$ cat config.mk
export PLATFORM = sky130hd
export DESIGN_NAME = aes_uart_tx_sched
export DESIGN_NICKNAME = d
export VERILOG_FILES = /design/src/rtl/aes_uart_tx_sched.sv
export SDC_FILE = /design/constraint.sdc
export NUM_CORES = 1
export LEC_CHECK = 0
export ABC_AREA = 1
export BUFFER_PORTS_ARGS = -buffer_cell sky130_fd_sc_hd__buf_2
export CAP_MARGIN = 20
export CORE_MARGIN = 2
export CORE_UTILIZATION = 40
export CTS_CLUSTER_DIAMETER = 60
export DETAILED_ROUTE_END_ITERATION = 16
export HOLD_SLACK_MARGIN = 0.12
export PLACE_DENSITY = 0.7
export SYNTH_ARGS = -nofsm -noshare
export SYNTH_HDL_FRONTEND = slang
export SYNTH_SLANG_ARGS = --single-unit
export TNS_END_PERCENT = 100
$ cat constraint.sdc
create_clock -name clk_i -period 1.61 [get_ports clk_i]
set_input_delay 0 -clock clk_i [delete_from_list [all_inputs] [get_ports clk_i]]
set_output_delay 0 -clock clk_i [all_outputs]
set_load 0.01 [all_outputs]
$ cat src/rtl/aes_uart_tx_sched.sv
// Arbitrates the AES-UART TX FIFO write port between plaintext (s0) and cipher (s1) streams.
// Optional per-source beat counters are enabled by defining AES_UART_TX_SCHED_STATS_EN.
module aes_uart_tx_sched #(
  parameter int unsigned BLOCK_BYTES = 16,
  parameter int unsigned MAX_BURST   = 4
) (
  input  logic        clk_i,
  input  logic        rst_n_i,
  input  logic        en_i,
  input  logic        prio_cipher_i,
  input  logic [7:0]  s0_tdata_i,
  input  logic        s0_tvalid_i,
  input  logic        s0_tlast_i,
  output logic        s0_tready_o,
  input  logic [7:0]  s1_tdata_i,
  input  logic        s1_tvalid_i,
  output logic        s1_tready_o,
  output logic [7:0]  m_tdata_o,
  output logic        m_tvalid_o,
  output logic        m_tlast_o,
  input  logic        m_tready_i,
`ifdef AES_UART_TX_SCHED_STATS_EN
  output logic [31:0] beats0_o,
  output logic [31:0] beats1_o,
`endif
  output logic [1:0]  grant_o,
  output logic        busy_o
);

  typedef enum logic [1:0] {IDLE, GNT0, GNT1} state_t;

  localparam logic [7:0] BLK_LAST   = 8'(BLOCK_BYTES - 1);
  localparam logic [7:0] BURST_LAST = 8'(MAX_BURST - 1);

  state_t     state_q, state_d;
  logic [7:0] cnt_q, cnt_d;
  logic       last_q, last_d;  // 0: s0 owned last grant, 1: s1
  logic       beat;

  always_ff @(posedge clk_i or negedge rst_n_i) begin
    if (!rst_n_i) begin
      state_q <= IDLE;
      cnt_q   <= 8'd0;
      last_q  <= 1'b1;
    end else begin
      state_q <= state_d;
      cnt_q   <= cnt_d;
      last_q  <= last_d;
    end
  end

  always_comb begin
    state_d     = state_q;
    cnt_d       = cnt_q;
    last_d      = last_q;
    m_tdata_o   = 8'd0;
    m_tvalid_o  = 1'b0;
    m_tlast_o   = 1'b0;
    s0_tready_o = 1'b0;
    s1_tready_o = 1'b0;
    beat        = 1'b0;
    case (state_q)
      IDLE: begin
        // m_tready never reaches this decision; only request lines and priority do
        if (en_i) begin
          if (s1_tvalid_i && (prio_cipher_i || !s0_tvalid_i || !last_q)) begin
            state_d = GNT1;
            cnt_d   = 8'd0;
            last_d  = 1'b1;
          end else if (s0_tvalid_i) begin
            state_d = GNT0;
            cnt_d   = 8'd0;
            last_d  = 1'b0;
          end
        end
      end
      GNT0: begin
        m_tdata_o   = s0_tdata_i;
        m_tvalid_o  = s0_tvalid_i;
        m_tlast_o   = (cnt_q == BURST_LAST) || s0_tlast_i;
        s0_tready_o = m_tready_i;
        beat        = s0_tvalid_i && m_tready_i;
        if (beat) begin
          if (m_tlast_o) state_d = IDLE;
          else           cnt_d   = cnt_q + 8'd1;
        end
      end
      GNT1: begin
        m_tdata_o   = s1_tdata_i;
        m_tvalid_o  = s1_tvalid_i;
        m_tlast_o   = (cnt_q == BLK_LAST);
        s1_tready_o = m_tready_i;
        beat        = s1_tvalid_i && m_tready_i;
        if (beat) begin
          if (m_tlast_o) state_d = IDLE;
          else           cnt_d   = cnt_q + 8'd1;
        end
      end
      default: state_d = IDLE;
    endcase
  end

  assign grant_o = {state_q == GNT1, state_q == GNT0};
  assign busy_o  = (state_q != IDLE);

`ifdef AES_UART_TX_SCHED_STATS_EN
  logic [31:0] beats0_q, beats1_q;

  always_ff @(posedge clk_i or negedge rst_n_i) begin
    if (!rst_n_i) begin
      beats0_q <= 32'd0;
      beats1_q <= 32'd0;
    end else begin
      if (beat && state_q == GNT0) beats0_q <= beats0_q + 32'd1;
      if (beat && state_q == GNT1) beats1_q <= beats1_q + 32'd1;
    end
  end

  assign beats0_o = beats0_q;
  assign beats1_o = beats1_q;
`endif

endmodule

==> flow_summary.yaml, run 1 <==
worst_setup_path:
  cp-start-kind: "flip-flop"
  crit_path_max_fanout: 8
  crit_required_ns: 1.82
  path_class: "reg2reg"
  cp-end-kind: "flip-flop"
  cp_data_arrival_time_ns: 1.79
power:
  switching_share: 0.493
  power_frac_comb: 0.718
  power_density_nw_per_um2: 1360
  p_int_w: 0.00107
  net-switching-power_w: 0.00104
  power.leakage_nw: 0.780
  fin_total_pwr_w: 0.00211
  seq_power_share: 0.189
  ir_worst_vdd_uv: 1280
  clockPowerShare: 0.093
synthesis:
  yosys.area.top_type: "dfrtp_1"
  synthDominantCellAreaShare: 0.234
  yosysSeqAreaShare: 0.259
  synth_common_cells: "nand2_1 (65), nor2_1 (17), inv_1 (14)"
  synthDistinctLibCells: 27
  async_flop_share: 1.00
  netlist_top_cells_area: "dfrtp_1 (23%), nand2_1 (23%), nor2_1 (6.0%), ha_1 (5.9%), inv_1 (4.9%)"
  synth_flop_cell: "dfrtp_1"
  syn-num-nets: 193
  synth_most_common_cell: "nand2_1"
  yosys_register_bits: 11
  synth_edf_count: 0
  syn_area_um2: 1070
  yosys_warnings: 0
  syn-instance-count: 164
  syn_avg_cell_area_um2: 6.52
cts:
  clock_latency_ns: 0.28
  cts_tree: "built"
  clk_pin_slew_ns: 0.08
  cts_buffers: 3
  clockRootBuffer: "clkbuf_4"
  cts_buffer_depth: 2
  htree_levels: 1
  clock_sinks: 11
route:
  route.detailed.drc: 0
  drt-total-wl_mm: 3.22
  ant_nets: 0
  drtIter0Drc: 78
  num_vias: 1255
  wire_per_inst_um: 12.7
  dr.pass1.iters: 4
  vias_per_cell: 4.96
grt:
  track_usage: 0.195
  gr-usage-met1: 0.248
  grtUsageMet3: 0.0326
  grt_overflow: 0
  antenna_found_initial: 0
  first_global_vias: 1110
  grt_use_met2: 0.328
  grt_first_pass_wirelength_mm: 4.94
  grt_start_max_net_pins: 15
  top_usage_layer: "met2"
placed_design:
  dpl-instance-area_um2: 1300
  dp_hpwl_mm: 2.04
  numPortBuffers: 38
  place_inst: 231
  gp_congestion: 0.847
  pre_cts_slack_ns: 0.0663
timing:
  timing.final.ws_setup_ns: 0.0211
  slew_viol_final: 0
  fin_crit_sh: 0.987
  max_freq_mhz: 629
  rsz0062_at_grt: "true"
  hold_violations: 0
  fin_crit_ns: 1.59
  skew_ns: 0.0113
  worst_pin_slew_ns: 0.259
  finalSetupTns_ns: 0
  slew_headroom: 0.827
  setup_violations: 0
layout:
  nets: 253
  syn2layout_area_growth_pct: 44.8
  final_layout_size_suffix_gt1_frac: 0.413
  finalInstanceArea_um2: 1550
  antenna_cells: 0
  stdcell_count: 253
floorplan:
  die_area_um2: 3100
  die_w_um: 55.7
  initial_utilization: 0.427
  coreArea_um2: 2500
  ios: 39
  rows: 18
  die_h_um: 55.7
hold_path:
  hold_class: "in2async"
job:
  maxCapViolCount: 0
outcome:
  outcome: "complete, no violations"
==> cells in the final DEF (no fill, tap or decap), types with 2 or more instances in the layout <==
cell type / synthesis / final
a21oi_1: 10 / 9
buf_2: 0 / 39
buf_4: 1 / 16
clkbuf_4: 0 / 3
dfrtp_1: 10 / 5
dfrtp_2: 0 / 5
dlygate4sd3_1: 0 / 3
ha_2: 0 / 2
ha_4: 0 / 2
inv_1: 14 / 12
inv_2: 1 / 2
nand2_1: 65 / 64
nand2_2: 4 / 5
nand3_1: 6 / 6
nand3_4: 1 / 2
nand3b_1: 2 / 2
nand4_1: 7 / 7
nor2_1: 17 / 17
nor2_4: 4 / 4
o21bai_1: 2 / 2
==> worst max-delay path: stages (launching register included) <==
cell and delay (ns):
dfrtp_1 0.42, ha_4 0.20, nand3_4 0.09, nor2_4 0.19, nand2_8 0.07, buf_4 0.14, buf_4 0.14, nand3_4 0.12
nand2_1 0.06, nand2_1 0.07
==> layout make-up <==
type / instances / area [µm²]
inverter: 16 / 67.6
tap: 30 / 37.5
timing repair buffer: 60 / 372
clock buffer: 4 / 26.3
fill: 215 / 952
sequential: 11 / 283
multi-input combinational: 132 / 762
==> power by group through the flow <==
| stage | logic, W | clock network, W | registers [W] |
|---|---|---|---|
| after floorplan | 0.000814 | 0 | 0.000384 |
| after global placement | 0.00115 | 0 | 0.000401 |
| after detailed placement | 0.00118 | 0 | 0.000404 |
| after CTS | 0.00135 | 0.000200 | 0.000391 |
| after global routing | 0.00166 | 0.000212 | 0.000404 |
| final | 0.00151 | 0.000196 | 0.000398 |
==> path summary, 6_finish.rpt <==
kind                            slack, ns  depth (start not counted)          start         end
worst max-delay path                 0.02                          9       cnt_q[1]    cnt_q[2]
worst min-delay path                 0.11                          2        rst_n_i    cnt_q[7]
worst max register to register       0.02                          9       cnt_q[1]    cnt_q[2]
worst min register to register       0.49                          2         last_q      last_q
max in group asynchronous            1.22                          2        rst_n_i      last_q
min in group clk_i                   0.13                          5  prio_cipher_i  state_q[0]
==> metal layers <==
metal | vias up | wire length, µm
li1 | 638 | -
met1 | 544 | 1280
met2 | 62 | 1610
met3 | 11 | 248
met4 | 0 | 73
met5 | - | 0
==> cells by family (layout without fill, tap and decap cells) <==
kind of cell / Yosys count / count (layout) / synth area share
XOR/XNOR: 1 / 1 / 0.00820
flip-flops: 11 / 11 / 0.259
buffers and inverters: 21 / 80 / 0.0843
AND/OR/NAND/NOR: 111 / 111 / 0.498
adder cells (fa/ha/maj): 5 / 5 / 0.0585
AO/OA/AOI/OAI: 15 / 15 / 0.0925
==> sequential cells by signal, summed over array words and instances (netlist names) <==
signal	count
cnt_q	8
state_q	2
last_q	1
==> metrics by stage <==
step | util | hold WS, ns
after floorplan | - | -0.296
after global placement | 0.519 | -0.118
after detailed placement | 0.519 | -0.114
after CTS | 0.571 | 0.121
after global routing | 0.619 | 0.152
final | 0.619 | 0.111
==> timing repair <==
item / CTS / global route
gates cloned: 0 / 1
resized for setup: 9 / 14
endpoints found under the hold margin: 13 / 0
hold buffers: 3 / 0
pin swaps: 1 / 8
setup endpoints to repair: 10 / 18
setup buffers: 3 / 12
Note: power is estimated with default switching activity, not from simulation.
==> run 2, diff against run 1 <==
--- a/config.mk
+++ b/config.mk
@@ -13,6 +13,7 @@
 export CTS_CLUSTER_DIAMETER = 60
 export DETAILED_ROUTE_END_ITERATION = 16
 export HOLD_SLACK_MARGIN = 0.12
+export MAX_ROUTING_LAYER = met4
 export PLACE_DENSITY = 0.7
 export SYNTH_ARGS = -nofsm -noshare
 export SYNTH_HDL_FRONTEND = slang
==> flow_summary.yaml, run 2 (same netlist as run 1, synthesis figures left out) <==
outcome:
  outcome: "complete, no violations"
worst_setup_path:
  cp-start-kind: "flip-flop"
  crit_required_ns: 1.82
  cp_data_arrival_time_ns: 1.80
  path_class: "reg2reg"
  crit_path_max_fanout: 8
  cp-end-kind: "flip-flop"
timing:
  worst_pin_slew_ns: 0.258
  hold_slack_ns: 0.108
  slew_headroom: 0.828
  finalSetupTns_ns: 0
  skew_ns: 0.0118
  rsz0062_at_grt: "true"
  fin_crit_sh: 0.989
  slew_viol_final: 0
  setup_violations: 0
  hold_violations: 0
  max_freq_mhz: 628
  fin_crit_ns: 1.59
  timing.final.ws_setup_ns: 0.0184
layout:
  nets: 253
  reg_top3: "cnt_q (8), state_q (2), last_q (1)"
  syn2layout_area_growth_pct: 44.8
  largest-register: "cnt_q"
  stdcell_count: 253
  layout_common_cells: "nand2_1 (64), buf_2 (39), nor2_1 (17), buf_4 (16), inv_1 (12)"
  n_fill_cell: 215
  antenna_cells: 0
  final_common_cell: "nand2_1"
  final_layout_size_suffix_gt1_frac: 0.413
  largest_register_ffs: 8
floorplan:
  initial_utilization: 0.427
  die_h_um: 55.7
  die_area_um2: 3100
  coreArea_um2: 2500
  ios: 39
  rows: 18
  die_w_um: 55.7
power:
  power.leakage_nw: 0.780
  power_density_nw_per_um2: 1360
  ir_worst_vdd_uv: 1280
  p_int_w: 0.00107
  seq_power_share: 0.189
  switching_share: 0.494
  power_frac_comb: 0.718
  clockPowerShare: 0.094
  net-switching-power_w: 0.00104
route:
  ant_nets: 0
  wl_met2_mm: 1.60
  met3RoutedLength_um: 257
  route.detailed.drc: 0
  wl_met1_mm: 1.26
  vias_per_cell: 4.96
  drt-total-wl_mm: 3.21
  num_vias: 1256
  dr.pass1.iters: 4
  wire_per_inst_um: 12.7
  drtIter0Drc: 77
  dr.max_layer_used: "met4"
grt:
  grt_overflow: 0
  grt_first_pass_wirelength_mm: 4.94
  first_global_vias: 1110
  track_usage: 0.201
  grt_start_max_net_pins: 15
  antenna_found_initial: 0
placed_design:
  numPortBuffers: 38
  place_inst: 231
  pre_cts_slack_ns: 0.0663
  dp_hpwl_mm: 2.04
  gp_congestion: 0.860
hold_path:
  hold_class: "in2async"
cts:
  clock_sinks: 11
  cts_buffers: 3
  clockRootBuffer: "clkbuf_4"
  htree_levels: 1
  cts_tree: "built"
  clock_latency_ns: 0.28
  cts_buffer_depth: 2
  clk_pin_slew_ns: 0.08
job:
  maxCapViolCount: 0
## run 2: cell counts in the layout (fill, tap and decap cells not counted)
No cell type changed its count.
## run 2: power groups by stage
stage	combinational [W]	sequential [W]	clock [W]
final	0.00151	0.000398	0.000197
after global routing	0.00166	0.000404	0.000212
after CTS	0.00135	0.000391	0.000200
after detailed placement	0.00118	0.000404	0
after global placement	0.00115	0.000401	0
after floorplan	0.000814	0.000384	0
## run 2: layout make-up
cell class                      count  area (µm²)  share of cell area
Timing Repair Buffer               60         372               0.240
Sequential cell                    11         283               0.183
Tap cell                           30        37.5              0.0243
Inverter                           16        67.6              0.0437
Clock buffer                        4        26.3              0.0170
Multi-Input combinational cell    132         762               0.492
## run 2: metal layers
layer / vias to the layer above / global-route usage
li1: 636 / -
met5: - / -
met1: 543 / 0.248
met2: 65 / 0.328
met3: 12 / 0.0326
met4: 0 / 0.0767
## run 2: per-stage QoR
stage | area, µm² | total power, W | util
6_report | 1550 | 0.00211 | 0.619
5_1_grt | 1550 | 0.00228 | 0.619
2_1_floorplan | 1070 | 0.00120 | -
3_3_place_gp | 1300 | 0.00155 | 0.519
3_5_place_dp | 1300 | 0.00158 | 0.519
4_1_cts | 1430 | 0.00194 | 0.571
## run 2: path summary, 6_finish.rpt
kind | from | end | slack, ns | depth (start not counted)
max in group asynchronous | rst_n_i | last_q | 1.22 | 2
min reg2reg | last_q | last_q | 0.49 | 2
min | rst_n_i | cnt_q[7] | 0.11 | 2
min in group clk_i | prio_cipher_i | state_q[0] | 0.13 | 5
max | cnt_q[1] | cnt_q[2] | 0.02 | 9
max reg2reg | cnt_q[1] | cnt_q[2] | 0.02 | 9
## run 2: critical path, stage by stage (launching register included)
cell and delay [ns]:
dfrtp_1 0.42, ha_4 0.20, nand3_4 0.09, nor2_4 0.19, nand2_8 0.07, buf_4 0.14
buf_4 0.14, nand3_4 0.12, nand2_1 0.06, nand2_1 0.07
## run 2: what timing repair did
item | CTS | global route
hold buffers | 3 | 0
setup buffers | 3 | 12
setup endpoints to repair | 10 | 18
resized for setup | 9 | 14
pin swaps | 1 | 8
gates cloned | 0 | 1
hold endpoints to repair | 13 | 0
